$ cat config.mk
export PLATFORM = sky130hd
export DESIGN_NAME = phase_driver_dt_flat
export DESIGN_NICKNAME = d
export VERILOG_FILES = /design/src/rtl/phase_driver_dt_if.sv /design/src/rtl/phase_driver_dt.sv /design/src/flat_wrapper.sv
export SDC_FILE = /design/constraint.sdc
export NUM_CORES = 1
export LEC_CHECK = 0
export BUFFER_PORTS_ARGS = -buffer_cell sky130_fd_sc_hd__buf_4
export CORE_MARGIN = 5
export CORE_UTILIZATION = 33
export DETAILED_ROUTE_END_ITERATION = 12
export SYNTH_ARGS = -nofsm -noshare
export SYNTH_HDL_FRONTEND = slang
export SYNTH_SLANG_ARGS = --single-unit
$ cat constraint.sdc
create_clock -name clk -period 4.5 [get_ports clk]
set_clock_uncertainty 0.05 [all_clocks]
set_input_delay 0.675 -clock clk [delete_from_list [all_inputs] [get_ports clk]]
set_output_delay 0.675 -clock clk [all_outputs]
set_load 0.02 [all_outputs]
$ cat src/rtl/phase_driver_dt_if.sv
// Gate-drive bundle between the commutation logic (master) and one half-bridge
// phase driver (slave).
interface phase_driver_dt_if #(
    parameter int unsigned DUTY_WIDTH = 9
);
    logic [DUTY_WIDTH-1:0] duty_cycle;
    logic                  high_z;
    logic                  pwm_high;
    logic                  pwm_low;
    logic                  period_start;
    logic                  in_deadtime;

    modport master (
        output duty_cycle, high_z,
        input  pwm_high, pwm_low, period_start, in_deadtime
    );

    modport slave (
        input  duty_cycle, high_z,
        output pwm_high, pwm_low, period_start, in_deadtime
    );
endinterface

$ cat src/rtl/phase_driver_dt.sv
// Half-bridge phase driver: complementary gate PWM from a free-running carrier,
// period-latched duty, programmable dead time on every transition and high-Z override.
module phase_driver_dt #(
    parameter int unsigned DUTY_WIDTH     = 9,
    parameter int unsigned DEADTIME       = 8,
    parameter bit          CENTER_ALIGNED = 1'b0
) (
    input logic              clk,
    input logic              rst,
    phase_driver_dt_if.slave phase_io
);
    localparam logic [DUTY_WIDTH-1:0] MAX     = '1;
    localparam logic [DUTY_WIDTH-1:0] ONE     = DUTY_WIDTH'(1);
    localparam logic [7:0]            DT_LOAD = 8'(DEADTIME - 1);

    typedef enum logic [1:0] {
        ST_OFF,
        ST_HIGH,
        ST_LOW,
        ST_DEAD
    } state_e;

    logic [DUTY_WIDTH-1:0] cnt_q, cnt_d;
    logic [DUTY_WIDTH-1:0] shadow_q, shadow_d;
    logic                  dir_down_q, dir_down_d;
    logic                  period_start_q, period_start_d;
    logic [7:0]            dt_cnt_q, dt_cnt_d;
    state_e                state_q, state_d;
    logic                  wrap;
    logic                  want_high;

    always_comb begin
        // NOTE: every signal assigned here gets a default first, so no path can infer a latch.
        cnt_d      = cnt_q + 1'b1;
        dir_down_d = dir_down_q;
        wrap       = 1'b0;
        if (CENTER_ALIGNED) begin
            if (!dir_down_q) begin
                if (cnt_q == MAX) begin
                    cnt_d      = cnt_q - 1'b1;
                    dir_down_d = 1'b1;
                end
            end else begin
                cnt_d = cnt_q - 1'b1;
                if (cnt_q == ONE) begin
                    dir_down_d = 1'b0;
                    wrap       = 1'b1;
                end
            end
        end else begin
            wrap = (cnt_q == MAX);
        end
        // wrap marks the edge on which the carrier returns to zero
        shadow_d       = wrap ? phase_io.duty_cycle : shadow_q;
        period_start_d = wrap;
    end

    assign want_high = (shadow_q == MAX) || (cnt_q < shadow_q);

    always_comb begin
        state_d  = state_q;
        dt_cnt_d = dt_cnt_q;
        case (state_q)
            ST_OFF: begin
                state_d  = ST_DEAD;
                dt_cnt_d = DT_LOAD;
            end
            ST_HIGH: begin
                if (!want_high) begin
                    state_d  = ST_DEAD;
                    dt_cnt_d = DT_LOAD;
                end
            end
            ST_LOW: begin
                if (want_high) begin
                    state_d  = ST_DEAD;
                    dt_cnt_d = DT_LOAD;
                end
            end
            ST_DEAD: begin
                if (dt_cnt_q != '0) begin
                    dt_cnt_d = dt_cnt_q - 1'b1;
                end else begin
                    state_d = want_high ? ST_HIGH : ST_LOW;
                end
            end
            default: state_d = ST_OFF;
        endcase
        // Floating the phase overrides everything, including an unfinished dead time.
        if (phase_io.high_z) begin
            state_d = ST_OFF;
        end
    end

    always_ff @(posedge clk or posedge rst) begin
        if (rst) begin
            cnt_q          <= '0;
            shadow_q       <= '0;
            dir_down_q     <= 1'b0;
            period_start_q <= 1'b0;
            dt_cnt_q       <= '0;
            state_q        <= ST_OFF;
        end else begin
            // NOTE: non-blocking assignments so every flop samples pre-edge values.
            cnt_q          <= cnt_d;
            shadow_q       <= shadow_d;
            dir_down_q     <= dir_down_d;
            period_start_q <= period_start_d;
            dt_cnt_q       <= dt_cnt_d;
            state_q        <= state_d;
        end
    end

    assign phase_io.pwm_high     = (state_q == ST_HIGH);
    assign phase_io.pwm_low      = (state_q == ST_LOW);
    assign phase_io.in_deadtime  = (state_q == ST_DEAD);
    assign phase_io.period_start = period_start_q;
endmodule
$ cat src/flat_wrapper.sv
// flat-port wrapper written by rule: the top's interface ports become plain ports
module phase_driver_dt_flat 
#(
    parameter int unsigned DUTY_WIDTH     = 9,
    parameter int unsigned DEADTIME       = 8,
    parameter bit          CENTER_ALIGNED = 1'b0
)
  (clk, rst, phase_io_duty_cycle, phase_io_high_z, phase_io_pwm_high, phase_io_pwm_low, phase_io_period_start, phase_io_in_deadtime);
  phase_driver_dt_if #(.DUTY_WIDTH(DUTY_WIDTH)) phase_io_i ();
  input logic clk;
  input logic rst;
  input wire logic [$bits(phase_io_i.duty_cycle)-1:0] phase_io_duty_cycle;
  input wire logic [$bits(phase_io_i.high_z)-1:0] phase_io_high_z;
  output wire logic [$bits(phase_io_i.pwm_high)-1:0] phase_io_pwm_high;
  output wire logic [$bits(phase_io_i.pwm_low)-1:0] phase_io_pwm_low;
  output wire logic [$bits(phase_io_i.period_start)-1:0] phase_io_period_start;
  output wire logic [$bits(phase_io_i.in_deadtime)-1:0] phase_io_in_deadtime;
  assign phase_io_i.duty_cycle = phase_io_duty_cycle;
  assign phase_io_i.high_z = phase_io_high_z;
  assign phase_io_pwm_high = phase_io_i.pwm_high;
  assign phase_io_pwm_low = phase_io_i.pwm_low;
  assign phase_io_period_start = phase_io_i.period_start;
  assign phase_io_in_deadtime = phase_io_i.in_deadtime;
  phase_driver_dt #(.DUTY_WIDTH(DUTY_WIDTH), .DEADTIME(DEADTIME), .CENTER_ALIGNED(CENTER_ALIGNED)) u_core (.clk(clk), .rst(rst), .phase_io(phase_io_i));
endmodule
Yosys cells after proc, flatten, opt, wreduce, memory -nomap -nowiden
Cells that the tools add are included.
{"block": "word_totals", "register_bits": 29, "in_bits": 12, "output_inout_bits": 4, "word_cells": 34}
{"block": "op_classes", "add_sub_neg": 2, "n_lt_le_gt_ge": 1, "n_eq_ne": 11, "muxes": 10, "reduce_logical": 5}
{"cell": "8-bit one-hot mux with 4 select lines", "n": 1}
{"cell": "8-bit 2-to-1 mux", "n": 3}
{"cell": "9-bit equality test, second input constant", "n": 2}
{"cell": "2-bit 2-to-1 mux", "n": 5}
{"cell": "9-bit by 1-bit adder with 9-bit output, second input constant", "n": 1}
{"cell": "9-bit < comparator", "n": 1}
{"cell": "2-bit one-hot mux with 4 select lines", "n": 1}
{"cell": "8-bit nonzero test", "n": 1}
{"cell": "8-bit by 1-bit subtractor with 8-bit output, second input constant", "n": 1}
{"cell": "3-bit inequality test, second input constant", "n": 2}
{"cell": "3-bit AND reduction", "n": 2}
{"cell": "2-bit equality test, second input constant", "n": 2}
{"cell": "2-bit by 1-bit inequality test with 1-bit output, second input constant", "n": 2}
{"cell": "3-bit by 2-bit inequality test with 1-bit output, second input constant", "n": 1}
{"cell": "2-bit by 1-bit equality test with 1-bit output, second input constant", "n": 1}
{"cell": "2-bit logical NOT", "n": 1}
{"cell": "2-bit inequality test, second input constant", "n": 1}
{"cell": "1-bit logical OR", "n": 1}

Depth between registers and ports, before layout
Gate-level depths: netlist of the first run.
{"block": "logic_depth", "word_depth": 6, "depth_mapped": 9, "depth_no_buf": 8}

Worst setup path after synthesis of the first run
OpenSTA, ideal clock, no wires.
{"block": "synth_path", "kind": "register to register", "startpoint": "register u_core.cnt_q[6]", "endpoint": "register u_core.dt_cnt_q[3]", "setup_ns": 0.124, "arrival_time_ns": 1.746, "t_required_ns": 4.326, "setup_slack_ns": 2.580, "stages_incl_launch_ff": 8, "n_path_buf": 0, "cell_sequence": "dfrtp_1 > ha_1 > nand2_1 > nor2_1 > o21ai_0 > a211o_1 > and3_1 > a211o_1"}
{"block": "synth_via", "elab_chain_cells": 4, "word_cells_on_any_way": 5}
{"element": "start: declaration", "line_no": "phase_driver_dt.sv:23", "source": "logic [DUTY_WIDTH-1:0] cnt_q, cnt_d;"}
{"element": "start signal: assignment", "line_no": "phase_driver_dt.sv:105", "source": "cnt_q <= cnt_d;"}
{"element": "9-bit < comparator (*)", "line_no": "phase_driver_dt.sv:58", "source": "assign want_high = (shadow_q == MAX) || (cnt_q < shadow_q);"}
{"element": "1-bit logical OR (*)", "line_no": "phase_driver_dt.sv:58"}
{"element": "2-bit by 1-bit inequality test with 1-bit output (no line) or 2-bit inequality test (tied branches)"}
{"element": "3-bit AND reduction (no line) (*)"}
{"element": "end signal: assignment", "line_no": "phase_driver_dt.sv:109", "source": "dt_cnt_q <= dt_cnt_d;"}
{"element": "end: declaration", "line_no": "phase_driver_dt.sv:27", "source": "logic [7:0] dt_cnt_q, dt_cnt_d;"}
Every way passes the cells marked *; elsewhere a longest branch is shown, timed or not.
A chain may end at the register's enable or synchronous reset.

Final worst setup path of the first run
{"block": "layout_path", "startpoint": "register u_core.cnt_q[0]", "endpoint": "register u_core.shadow_q[0]"}
{"block": "layout_via", "elab_chain_cells": 1}
{"element": "9-bit equality test", "line_no": "phase_driver_dt.sv:51", "source": "wrap = (cnt_q == MAX);"}
{"element": "via u_core.period_start_d", "line_no": "phase_driver_dt.sv:26", "source": "logic period_start_q, period_start_d;"}
{"element": "end signal: assignment", "line_no": "phase_driver_dt.sv:106", "source": "shadow_q <= shadow_d;"}
{"element": "end: declaration", "line_no": "phase_driver_dt.sv:24", "source": "logic [DUTY_WIDTH-1:0] shadow_q, shadow_d;"}
The timed path passes the listed nets, and every way through them passes these cells.

==> impl_metrics.xml, run 1 <==
<?xml version="1.0" encoding="UTF-8"?>
<metrics>
  <group name="placement">
    <metric name="gpl.final_weighted_congestion" unit="">0.830</metric>
    <metric name="place_ws" unit="ps">2340</metric>
    <metric name="hpwl_after_detailed_placement" unit="µm">2310</metric>
    <metric name="port_buffers" unit="">15</metric>
  </group>
  <group name="flow_run">
    <metric name="max_capacitance_violation_total" unit="">0</metric>
  </group>
  <group name="clock_tree">
    <metric name="setup_repair_bufs_after_cts" unit="">0</metric>
    <metric name="cts_hold_buf" unit="">0</metric>
    <metric name="cts_resized" unit="">0</metric>
    <metric name="clock_path_buffers" unit="">2</metric>
    <metric name="tritoncts" unit="">built</metric>
    <metric name="cts.clk_slew.worst_paths" unit="ps">60</metric>
    <metric name="clock-sinks" unit="">29</metric>
    <metric name="cts_inserted_buffers" unit="">5</metric>
    <metric name="worstSkewPairLatency" unit="ps">280</metric>
    <metric name="clock_tree.root_cell" unit="">sky130_fd_sc_hd__clkbuf_8</metric>
    <metric name="cts-htree-levels" unit="">2</metric>
  </group>
  <group name="route">
    <metric name="num_vias" unit="">1164</metric>
    <metric name="route.detailed.wl_per_inst" unit="µm">13.5</metric>
    <metric name="route.final.wire_length" unit="µm">3000</metric>
    <metric name="drtAntennaViolNets" unit="">0</metric>
    <metric name="post-route-drc-count" unit="">0</metric>
    <metric name="via_per_inst" unit="">5.24</metric>
    <metric name="first_pass_iteration_count_of_the_detailed_router" unit="">4</metric>
    <metric name="initialDrtViolationCount" unit="">43</metric>
  </group>
  <group name="finish">
    <metric name="final_net_count" unit="">194</metric>
    <metric name="layout-drive-gt1-share" unit="%">17.1</metric>
    <metric name="syn_to_final_growth" unit="%">17.0</metric>
    <metric name="antenna_cells" unit="">0</metric>
  </group>
  <group name="power">
    <metric name="power_dens_cells" unit="nW/µm²">304</metric>
    <metric name="worst_ir_drop_on_vdd" unit="mV">0.171</metric>
    <metric name="leakagePower" unit="nW">0.887</metric>
  </group>
  <group name="worst_hold_path">
    <metric name="hold_path_depth" unit="">1</metric>
    <metric name="hold-path-endpoint" unit="">u_core.dt_cnt_q[7]</metric>
    <metric name="min_from" unit="">u_core.dt_cnt_q[7]</metric>
    <metric name="worst_hold_path_type" unit="">reg2reg</metric>
  </group>
  <group name="global_routing">
    <metric name="grt_max_degree" unit="">30</metric>
    <metric name="grt_first_pass_wirelength" unit="µm">5490</metric>
    <metric name="antenna_found_initial" unit="">0</metric>
    <metric name="grt_overflow" unit="">0</metric>
    <metric name="global_route.usage.total" unit="%">11.5</metric>
    <metric name="grt_pass1_vias" unit="">1206</metric>
  </group>
  <group name="timing">
    <metric name="finalMaxSlewViolations" unit="">0</metric>
    <metric name="fmax" unit="MHz">465</metric>
    <metric name="hold_violations" unit="">0</metric>
    <metric name="setup-violations-final" unit="">0</metric>
    <metric name="timing.slew.headroom" unit="%">28.0</metric>
    <metric name="setup_tns" unit="ps">0</metric>
    <metric name="worst_slew_pin_slew" unit="ps">1080</metric>
    <metric name="layout_min_cycle_time" unit="ps">2150</metric>
    <metric name="timing.final.crit_share" unit="%">47.8</metric>
    <metric name="grt_setup_unrepaired" unit="">false</metric>
    <metric name="layout_setup_ws" unit="ps">2350</metric>
  </group>
  <group name="worst_setup_path">
    <metric name="rr_worst_depth" unit="">6</metric>
    <metric name="r2r-end" unit="">u_core.shadow_q[0]</metric>
    <metric name="worstSetupPathType" unit="">reg2reg</metric>
    <metric name="cp-end-kind" unit="">flop</metric>
    <metric name="r2r_setup_slack" unit="ps">2350</metric>
    <metric name="largest_driver_fanout_on_the_critical_path" unit="">18</metric>
    <metric name="crit-reg2reg-launch" unit="">u_core.cnt_q[0]</metric>
    <metric name="cp_data_required_time" unit="ps">4610</metric>
    <metric name="cp-start-kind" unit="">flop</metric>
    <metric name="critical_path_arrival" unit="ps">2260</metric>
  </group>
  <group name="logic_synthesis">
    <metric name="ys.warnings.count" unit="">0</metric>
    <metric name="synth_seq_cells" unit="">29</metric>
    <metric name="ys_seq_area_share" unit="%">48.2</metric>
    <metric name="netlist_instances" unit="">150</metric>
    <metric name="post_synth_instance_area" unit="µm²">1510</metric>
    <metric name="syn_avg_cell_area" unit="µm²">10.0</metric>
    <metric name="yosysUniqueCellTypes" unit="">35</metric>
    <metric name="yosys_most_used_dff" unit="">sky130_fd_sc_hd__dfrtp_1</metric>
    <metric name="synth_edf_count" unit="">0</metric>
    <metric name="asyncSetResetFlopFracSynth" unit="%">100</metric>
    <metric name="synth_nets" unit="">174</metric>
  </group>
  <group name="floorplan">
    <metric name="boundaryPins" unit="">16</metric>
    <metric name="die_h" unit="µm">77.5</metric>
    <metric name="die-area" unit="µm²">6010</metric>
    <metric name="start_util" unit="%">34.3</metric>
    <metric name="die_w" unit="µm">77.5</metric>
    <metric name="floorplan.rows" unit="">24</metric>
    <metric name="core-area" unit="µm²">4380</metric>
  </group>
  <group name="outcome">
    <metric name="run_status" unit="">finished clean</metric>
  </group>
</metrics>
==> per-stage QoR <==
stage	power (mW)	util, %	cells	hold WS, ps	instance area (µm²)
finish	0.535	40.2	222	439	1760
floorplan	0.310	-	150	400	1510
CTS	0.546	40.2	222	443	1760
detailed placement	0.329	38.2	215	436	1680
global placement	0.327	38.2	215	421	1680
global route	0.564	40.2	222	456	1760
==> state kept, by name, indices dropped and copies added (netlist names) <==
name	cells
u_core.state_q	2
u_core.shadow_q	9
u_core.dt_cnt_q	8
u_core.cnt_q	9
u_core.phase_io.period_start	1
==> how the worst max path moves through the flow <==
stage	startpoint	end	slack [ps]	cells after the start
after CTS	u_core.cnt_q[0]	u_core.shadow_q[0]	2330	6
final	u_core.cnt_q[0]	u_core.shadow_q[0]	2350	6
after detailed placement	u_core.cnt_q[0]	u_core.shadow_q[0]	2340	6
after global routing	u_core.cnt_q[0]	u_core.shadow_q[0]	2170	6
after floorplan	u_core.cnt_q[6]	u_core.dt_cnt_q[3]	2580	7
after global placement	u_core.cnt_q[0]	u_core.shadow_q[0]	2420	6
==> cells in the mapped netlist (2+ instances only) <==
library cell                n  area [µm²]
sky130_fd_sc_hd__dfrtp_1   29         726
sky130_fd_sc_hd__ha_1      12         150
sky130_fd_sc_hd__nor2b_1    3        18.8
sky130_fd_sc_hd__nor3_1     2        10.0
sky130_fd_sc_hd__xor2_1     2        17.5
sky130_fd_sc_hd__nor2_1     7        26.3
sky130_fd_sc_hd__a211o_1    2        17.5
sky130_fd_sc_hd__nand4_1    3        18.8
sky130_fd_sc_hd__a31oi_1    7        43.8
sky130_fd_sc_hd__a21oi_1    4        20.0
sky130_fd_sc_hd__inv_1     16        60.1
sky130_fd_sc_hd__o21ai_0   10        50.1
sky130_fd_sc_hd__xnor2_1    4        35.0
sky130_fd_sc_hd__and3_1     2        12.5
sky130_fd_sc_hd__o31ai_1    2        15.0
sky130_fd_sc_hd__nand3_1    5        25.0
sky130_fd_sc_hd__clkbuf_1   2        7.51
sky130_fd_sc_hd__nand2_1   21        78.8
==> cells by family after synthesis <==
group,count (synthesis),share of synthesized area (%)
XOR/XNOR,6,3.49
buffers and inverters,18,4.49
adder cells (fa/ha/maj),12,9.97
AND/OR/NAND/NOR,49,16.9
multiplexers,2,1.41
flip-flops,29,48.2
AO/OA/AOI/OAI,34,15.5
==> layer usage <==
metal | vias up | track usage (%) | share of wire, %
met3 | 4 | 4.51 | 6.0
met1 | 567 | 13.7 | 44
met4 | 0 | 4.98 | 1.8
li1 | 563 | - | -
met5 | - | 0 | 0
met2 | 30 | 18.4 | 48
==> where the power goes <==
part           switching (mW)  internal [mW]
sequential            0.00832          0.267
combinational          0.0272         0.0207
clock                  0.0909          0.121
==> cell type report <==
type | count | area (µm²)
sequential | 29 | 726
timing repair buffer | 15 | 113
clock buffer | 7 | 86.3
multi-input combinational | 103 | 712
inverter | 16 | 60.1
fill | 432 | 2620
tap | 52 | 65.1
==> worst max-delay path, stage by stage (launching register included) <==
cell,delay (ps)
sky130_fd_sc_hd__dfrtp_1,420
sky130_fd_sc_hd__ha_1,210
sky130_fd_sc_hd__nand3_1,120
sky130_fd_sc_hd__nor2_1,190
sky130_fd_sc_hd__and3_1,180
sky130_fd_sc_hd__ha_1,480
sky130_fd_sc_hd__mux2_2,390
==> cell usage in the layout, fill, tap and decap left out, drive strengths merged, types with 5 or more instances in the layout <==
| master | Yosys | layout |
|---|---|---|
| a21oi | 5 | 5 |
| a31oi | 8 | 8 |
| buf | 0 | 15 |
| clkbuf | 2 | 7 |
| dfrtp | 29 | 29 |
| ha | 12 | 12 |
| inv | 16 | 16 |
| nand2 | 21 | 21 |
| nand3 | 5 | 5 |
| nor2 | 8 | 8 |
| o21ai | 11 | 11 |
Note: power is estimated with default switching activity, not from simulation.
==> run 2: changes to the inputs <==
clock period = 2.2 ns   (was 4.5 ns; I/O delays follow)
==> run 2 against run 1 <==
Against the previous run: setup slack lost 2200 ps; via count shrank 2.6%; count of clock-buffer cells in the layout is the same; sequential cell count is the same; critical path depth grew 1; total power grew 100%; worst hold slack lost 360 ps; global-route usage shrank 0.99 points; combinational power grew 110%.
==> impl_metrics.xml, run 2 (synthesis gave the netlist of run 1 again) <==
<?xml version="1.0" encoding="UTF-8"?>
<metrics>
  <group name="timing">
    <metric name="timing.slew.headroom" unit="%">71.5</metric>
    <metric name="layout_min_cycle_time" unit="ps">2070</metric>
    <metric name="grt_setup_unrepaired" unit="">false</metric>
    <metric name="hold_violations" unit="">0</metric>
    <metric name="timing.final.crit_share" unit="%">94.2</metric>
    <metric name="fmax" unit="MHz">482</metric>
    <metric name="finalMaxSlewViolations" unit="">0</metric>
    <metric name="setup-violations-final" unit="">0</metric>
    <metric name="worst_slew_pin_slew" unit="ps">424</metric>
    <metric name="setup_tns" unit="ps">0</metric>
  </group>
  <group name="clock_tree">
    <metric name="clock_tree.root_cell" unit="">sky130_fd_sc_hd__clkbuf_8</metric>
    <metric name="cts_resized" unit="">0</metric>
    <metric name="setup_repair_bufs_after_cts" unit="">0</metric>
    <metric name="clock-sinks" unit="">29</metric>
    <metric name="tritoncts" unit="">built</metric>
    <metric name="cts_hold_buf" unit="">0</metric>
    <metric name="cts-htree-levels" unit="">2</metric>
    <metric name="cts_inserted_buffers" unit="">5</metric>
    <metric name="cts.clk_slew.worst_paths" unit="ps">60</metric>
    <metric name="worstSkewPairLatency" unit="ps">270</metric>
    <metric name="clock_path_buffers" unit="">2</metric>
  </group>
  <group name="worst_setup_path">
    <metric name="cp-end-kind" unit="">flop</metric>
    <metric name="crit-reg2reg-launch" unit="">u_core.cnt_q[6]</metric>
    <metric name="cp-start-kind" unit="">flop</metric>
    <metric name="cp_top_family" unit="">compound AO/OA/AOI/OAI gates</metric>
    <metric name="critical_path.cell_chain" unit="">ha_1 -&gt; nand2_1 -&gt; nor2_1 -&gt; o21ai_0 -&gt; a211o_1 -&gt; and3_1 -&gt; a211o_1</metric>
    <metric name="crit_path_start" unit="">u_core.cnt_q[6]</metric>
    <metric name="critical_path_arrival" unit="ps">2180</metric>
    <metric name="largest_driver_fanout_on_the_critical_path" unit="">4</metric>
    <metric name="critical-path-top-cell-by-count" unit="">sky130_fd_sc_hd__a211o_1</metric>
    <metric name="slowest_stage" unit="">sky130_fd_sc_hd__dfrtp_1</metric>
    <metric name="worstSetupPathType" unit="">reg2reg</metric>
    <metric name="cp_data_required_time" unit="ps">2300</metric>
    <metric name="crit_path_max_incr_delay" unit="ps">420</metric>
    <metric name="combined_buffer_and_inverter_count_along_the_critical_path" unit="">0</metric>
  </group>
  <group name="route">
    <metric name="initialDrtViolationCount" unit="">99</metric>
    <metric name="post-route-drc-count" unit="">0</metric>
    <metric name="num_vias" unit="">1134</metric>
    <metric name="route.detailed.wl_per_inst" unit="µm">13.6</metric>
    <metric name="route.final.wire_length" unit="µm">3050</metric>
    <metric name="first_pass_iteration_count_of_the_detailed_router" unit="">6</metric>
    <metric name="drtAntennaViolNets" unit="">0</metric>
    <metric name="via_per_inst" unit="">5.06</metric>
  </group>
  <group name="global_routing">
    <metric name="grt_first_pass_wirelength" unit="µm">5080</metric>
    <metric name="grt_max_degree" unit="">30</metric>
    <metric name="antenna_found_initial" unit="">0</metric>
    <metric name="grt_pass1_vias" unit="">1123</metric>
    <metric name="global_route.usage.total" unit="%">10.5</metric>
    <metric name="grt_overflow" unit="">0</metric>
  </group>
  <group name="finish">
    <metric name="commonest_cells_after_routing_fill_and_taps_aside" unit="">sky130_fd_sc_hd__dfrtp_1, sky130_fd_sc_hd__nand2_1, sky130_fd_sc_hd__buf_4</metric>
    <metric name="layout-drive-gt1-share" unit="%">18.0</metric>
    <metric name="final_area" unit="µm²">1780</metric>
    <metric name="antenna_cells" unit="">0</metric>
    <metric name="final_net_count" unit="">196</metric>
    <metric name="layout.cells.most_common" unit="">sky130_fd_sc_hd__dfrtp_1</metric>
    <metric name="num-fill-cells" unit="">438</metric>
    <metric name="largest_registers" unit="">u_core.cnt_q: 9 flops, u_core.shadow_q: 9 flops, u_core.dt_cnt_q: 8 flops</metric>
    <metric name="syn_to_final_growth" unit="%">18.0</metric>
  </group>
  <group name="power">
    <metric name="power_dens_cells" unit="nW/µm²">616</metric>
    <metric name="leakagePower" unit="nW">0.898</metric>
    <metric name="worst_ir_drop_on_vdd" unit="mV">0.272</metric>
  </group>
  <group name="placement">
    <metric name="hpwl_after_detailed_placement" unit="µm">2340</metric>
    <metric name="dpl_cell_area" unit="µm²">1690</metric>
    <metric name="gpl.final_weighted_congestion" unit="">0.927</metric>
    <metric name="port_buffers" unit="">15</metric>
  </group>
  <group name="floorplan">
    <metric name="die_w" unit="µm">77.5</metric>
    <metric name="floorplan.rows" unit="">24</metric>
    <metric name="start_util" unit="%">34.3</metric>
    <metric name="core-area" unit="µm²">4380</metric>
    <metric name="die_h" unit="µm">77.5</metric>
    <metric name="boundaryPins" unit="">16</metric>
    <metric name="die-area" unit="µm²">6010</metric>
  </group>
  <group name="outcome">
    <metric name="run_status" unit="">finished clean</metric>
  </group>
  <group name="flow_run">
    <metric name="max_capacitance_violation_total" unit="">0</metric>
  </group>
  <group name="worst_hold_path">
    <metric name="worst_hold_path_type" unit="">in2async</metric>
  </group>
</metrics>
[run 2: worst register-to-register path, cell delays in order, from the launching register on]
cell and delay [ps]:
sky130_fd_sc_hd__dfrtp_1 420, sky130_fd_sc_hd__ha_1 310, sky130_fd_sc_hd__nand2_1 50, sky130_fd_sc_hd__nor2_1 140, sky130_fd_sc_hd__o21ai_0 150, sky130_fd_sc_hd__a211o_1 330
sky130_fd_sc_hd__and3_1 210, sky130_fd_sc_hd__a211o_1 300
[run 2: where the power goes]
group,total [mW],switching [mW],internal [mW],leakage (nW)
clock network,0.431,0.184,0.248,0.0443
logic,0.0993,0.0558,0.0436,0.522
registers,0.563,0.0166,0.547,0.331
[run 2: cell type report]
cell class                      instances  area, µm²  share of cell area (%)
Sequential cell                        29        726                    40.8
Timing Repair Buffer                   17        128                    7.18
Clock buffer                            7       86.3                    4.86
Inverter                               16       60.1                    3.38
Multi-Input combinational cell        103        712                    40.1
Tap cell                               52       65.1                    3.66
[run 2: routing by layer]
layer,global-route usage [%],wire length [µm]
met5,0,0
met4,4.30,38
met3,3.24,162
met2,17.3,1490
met1,12.8,1360
[run 2: worst paths after layout]
path | end | slack [ps] | cells past startpoint
worst max-delay path | u_core.dt_cnt_q[3] | 130 | 7
worst min-delay path | u_core.dt_cnt_q[6] | 80 | 3
worst max register to register | u_core.dt_cnt_q[3] | 130 | 7
worst min register to register | u_core.cnt_q[7] | 450 | 1
max in group asynchronous | u_core.cnt_q[2] | 1740 | 3
min in group clk | u_core.state_q[0] | 160 | 2
[run 2: stage by stage]
step	power, mW	setup WS [ps]	hold slack, ps	std cells	utilization, %
2_1_floorplan	0.634	280	343	150	-
3_3_place_gp	0.669	198	383	217	38.6
3_5_place_dp	0.673	142	386	217	38.6
4_1_cts	1.11	128	86.0	224	40.5
5_1_grt	1.15	7.99	135	224	40.5
6_report	1.09	127	82.3	224	40.5
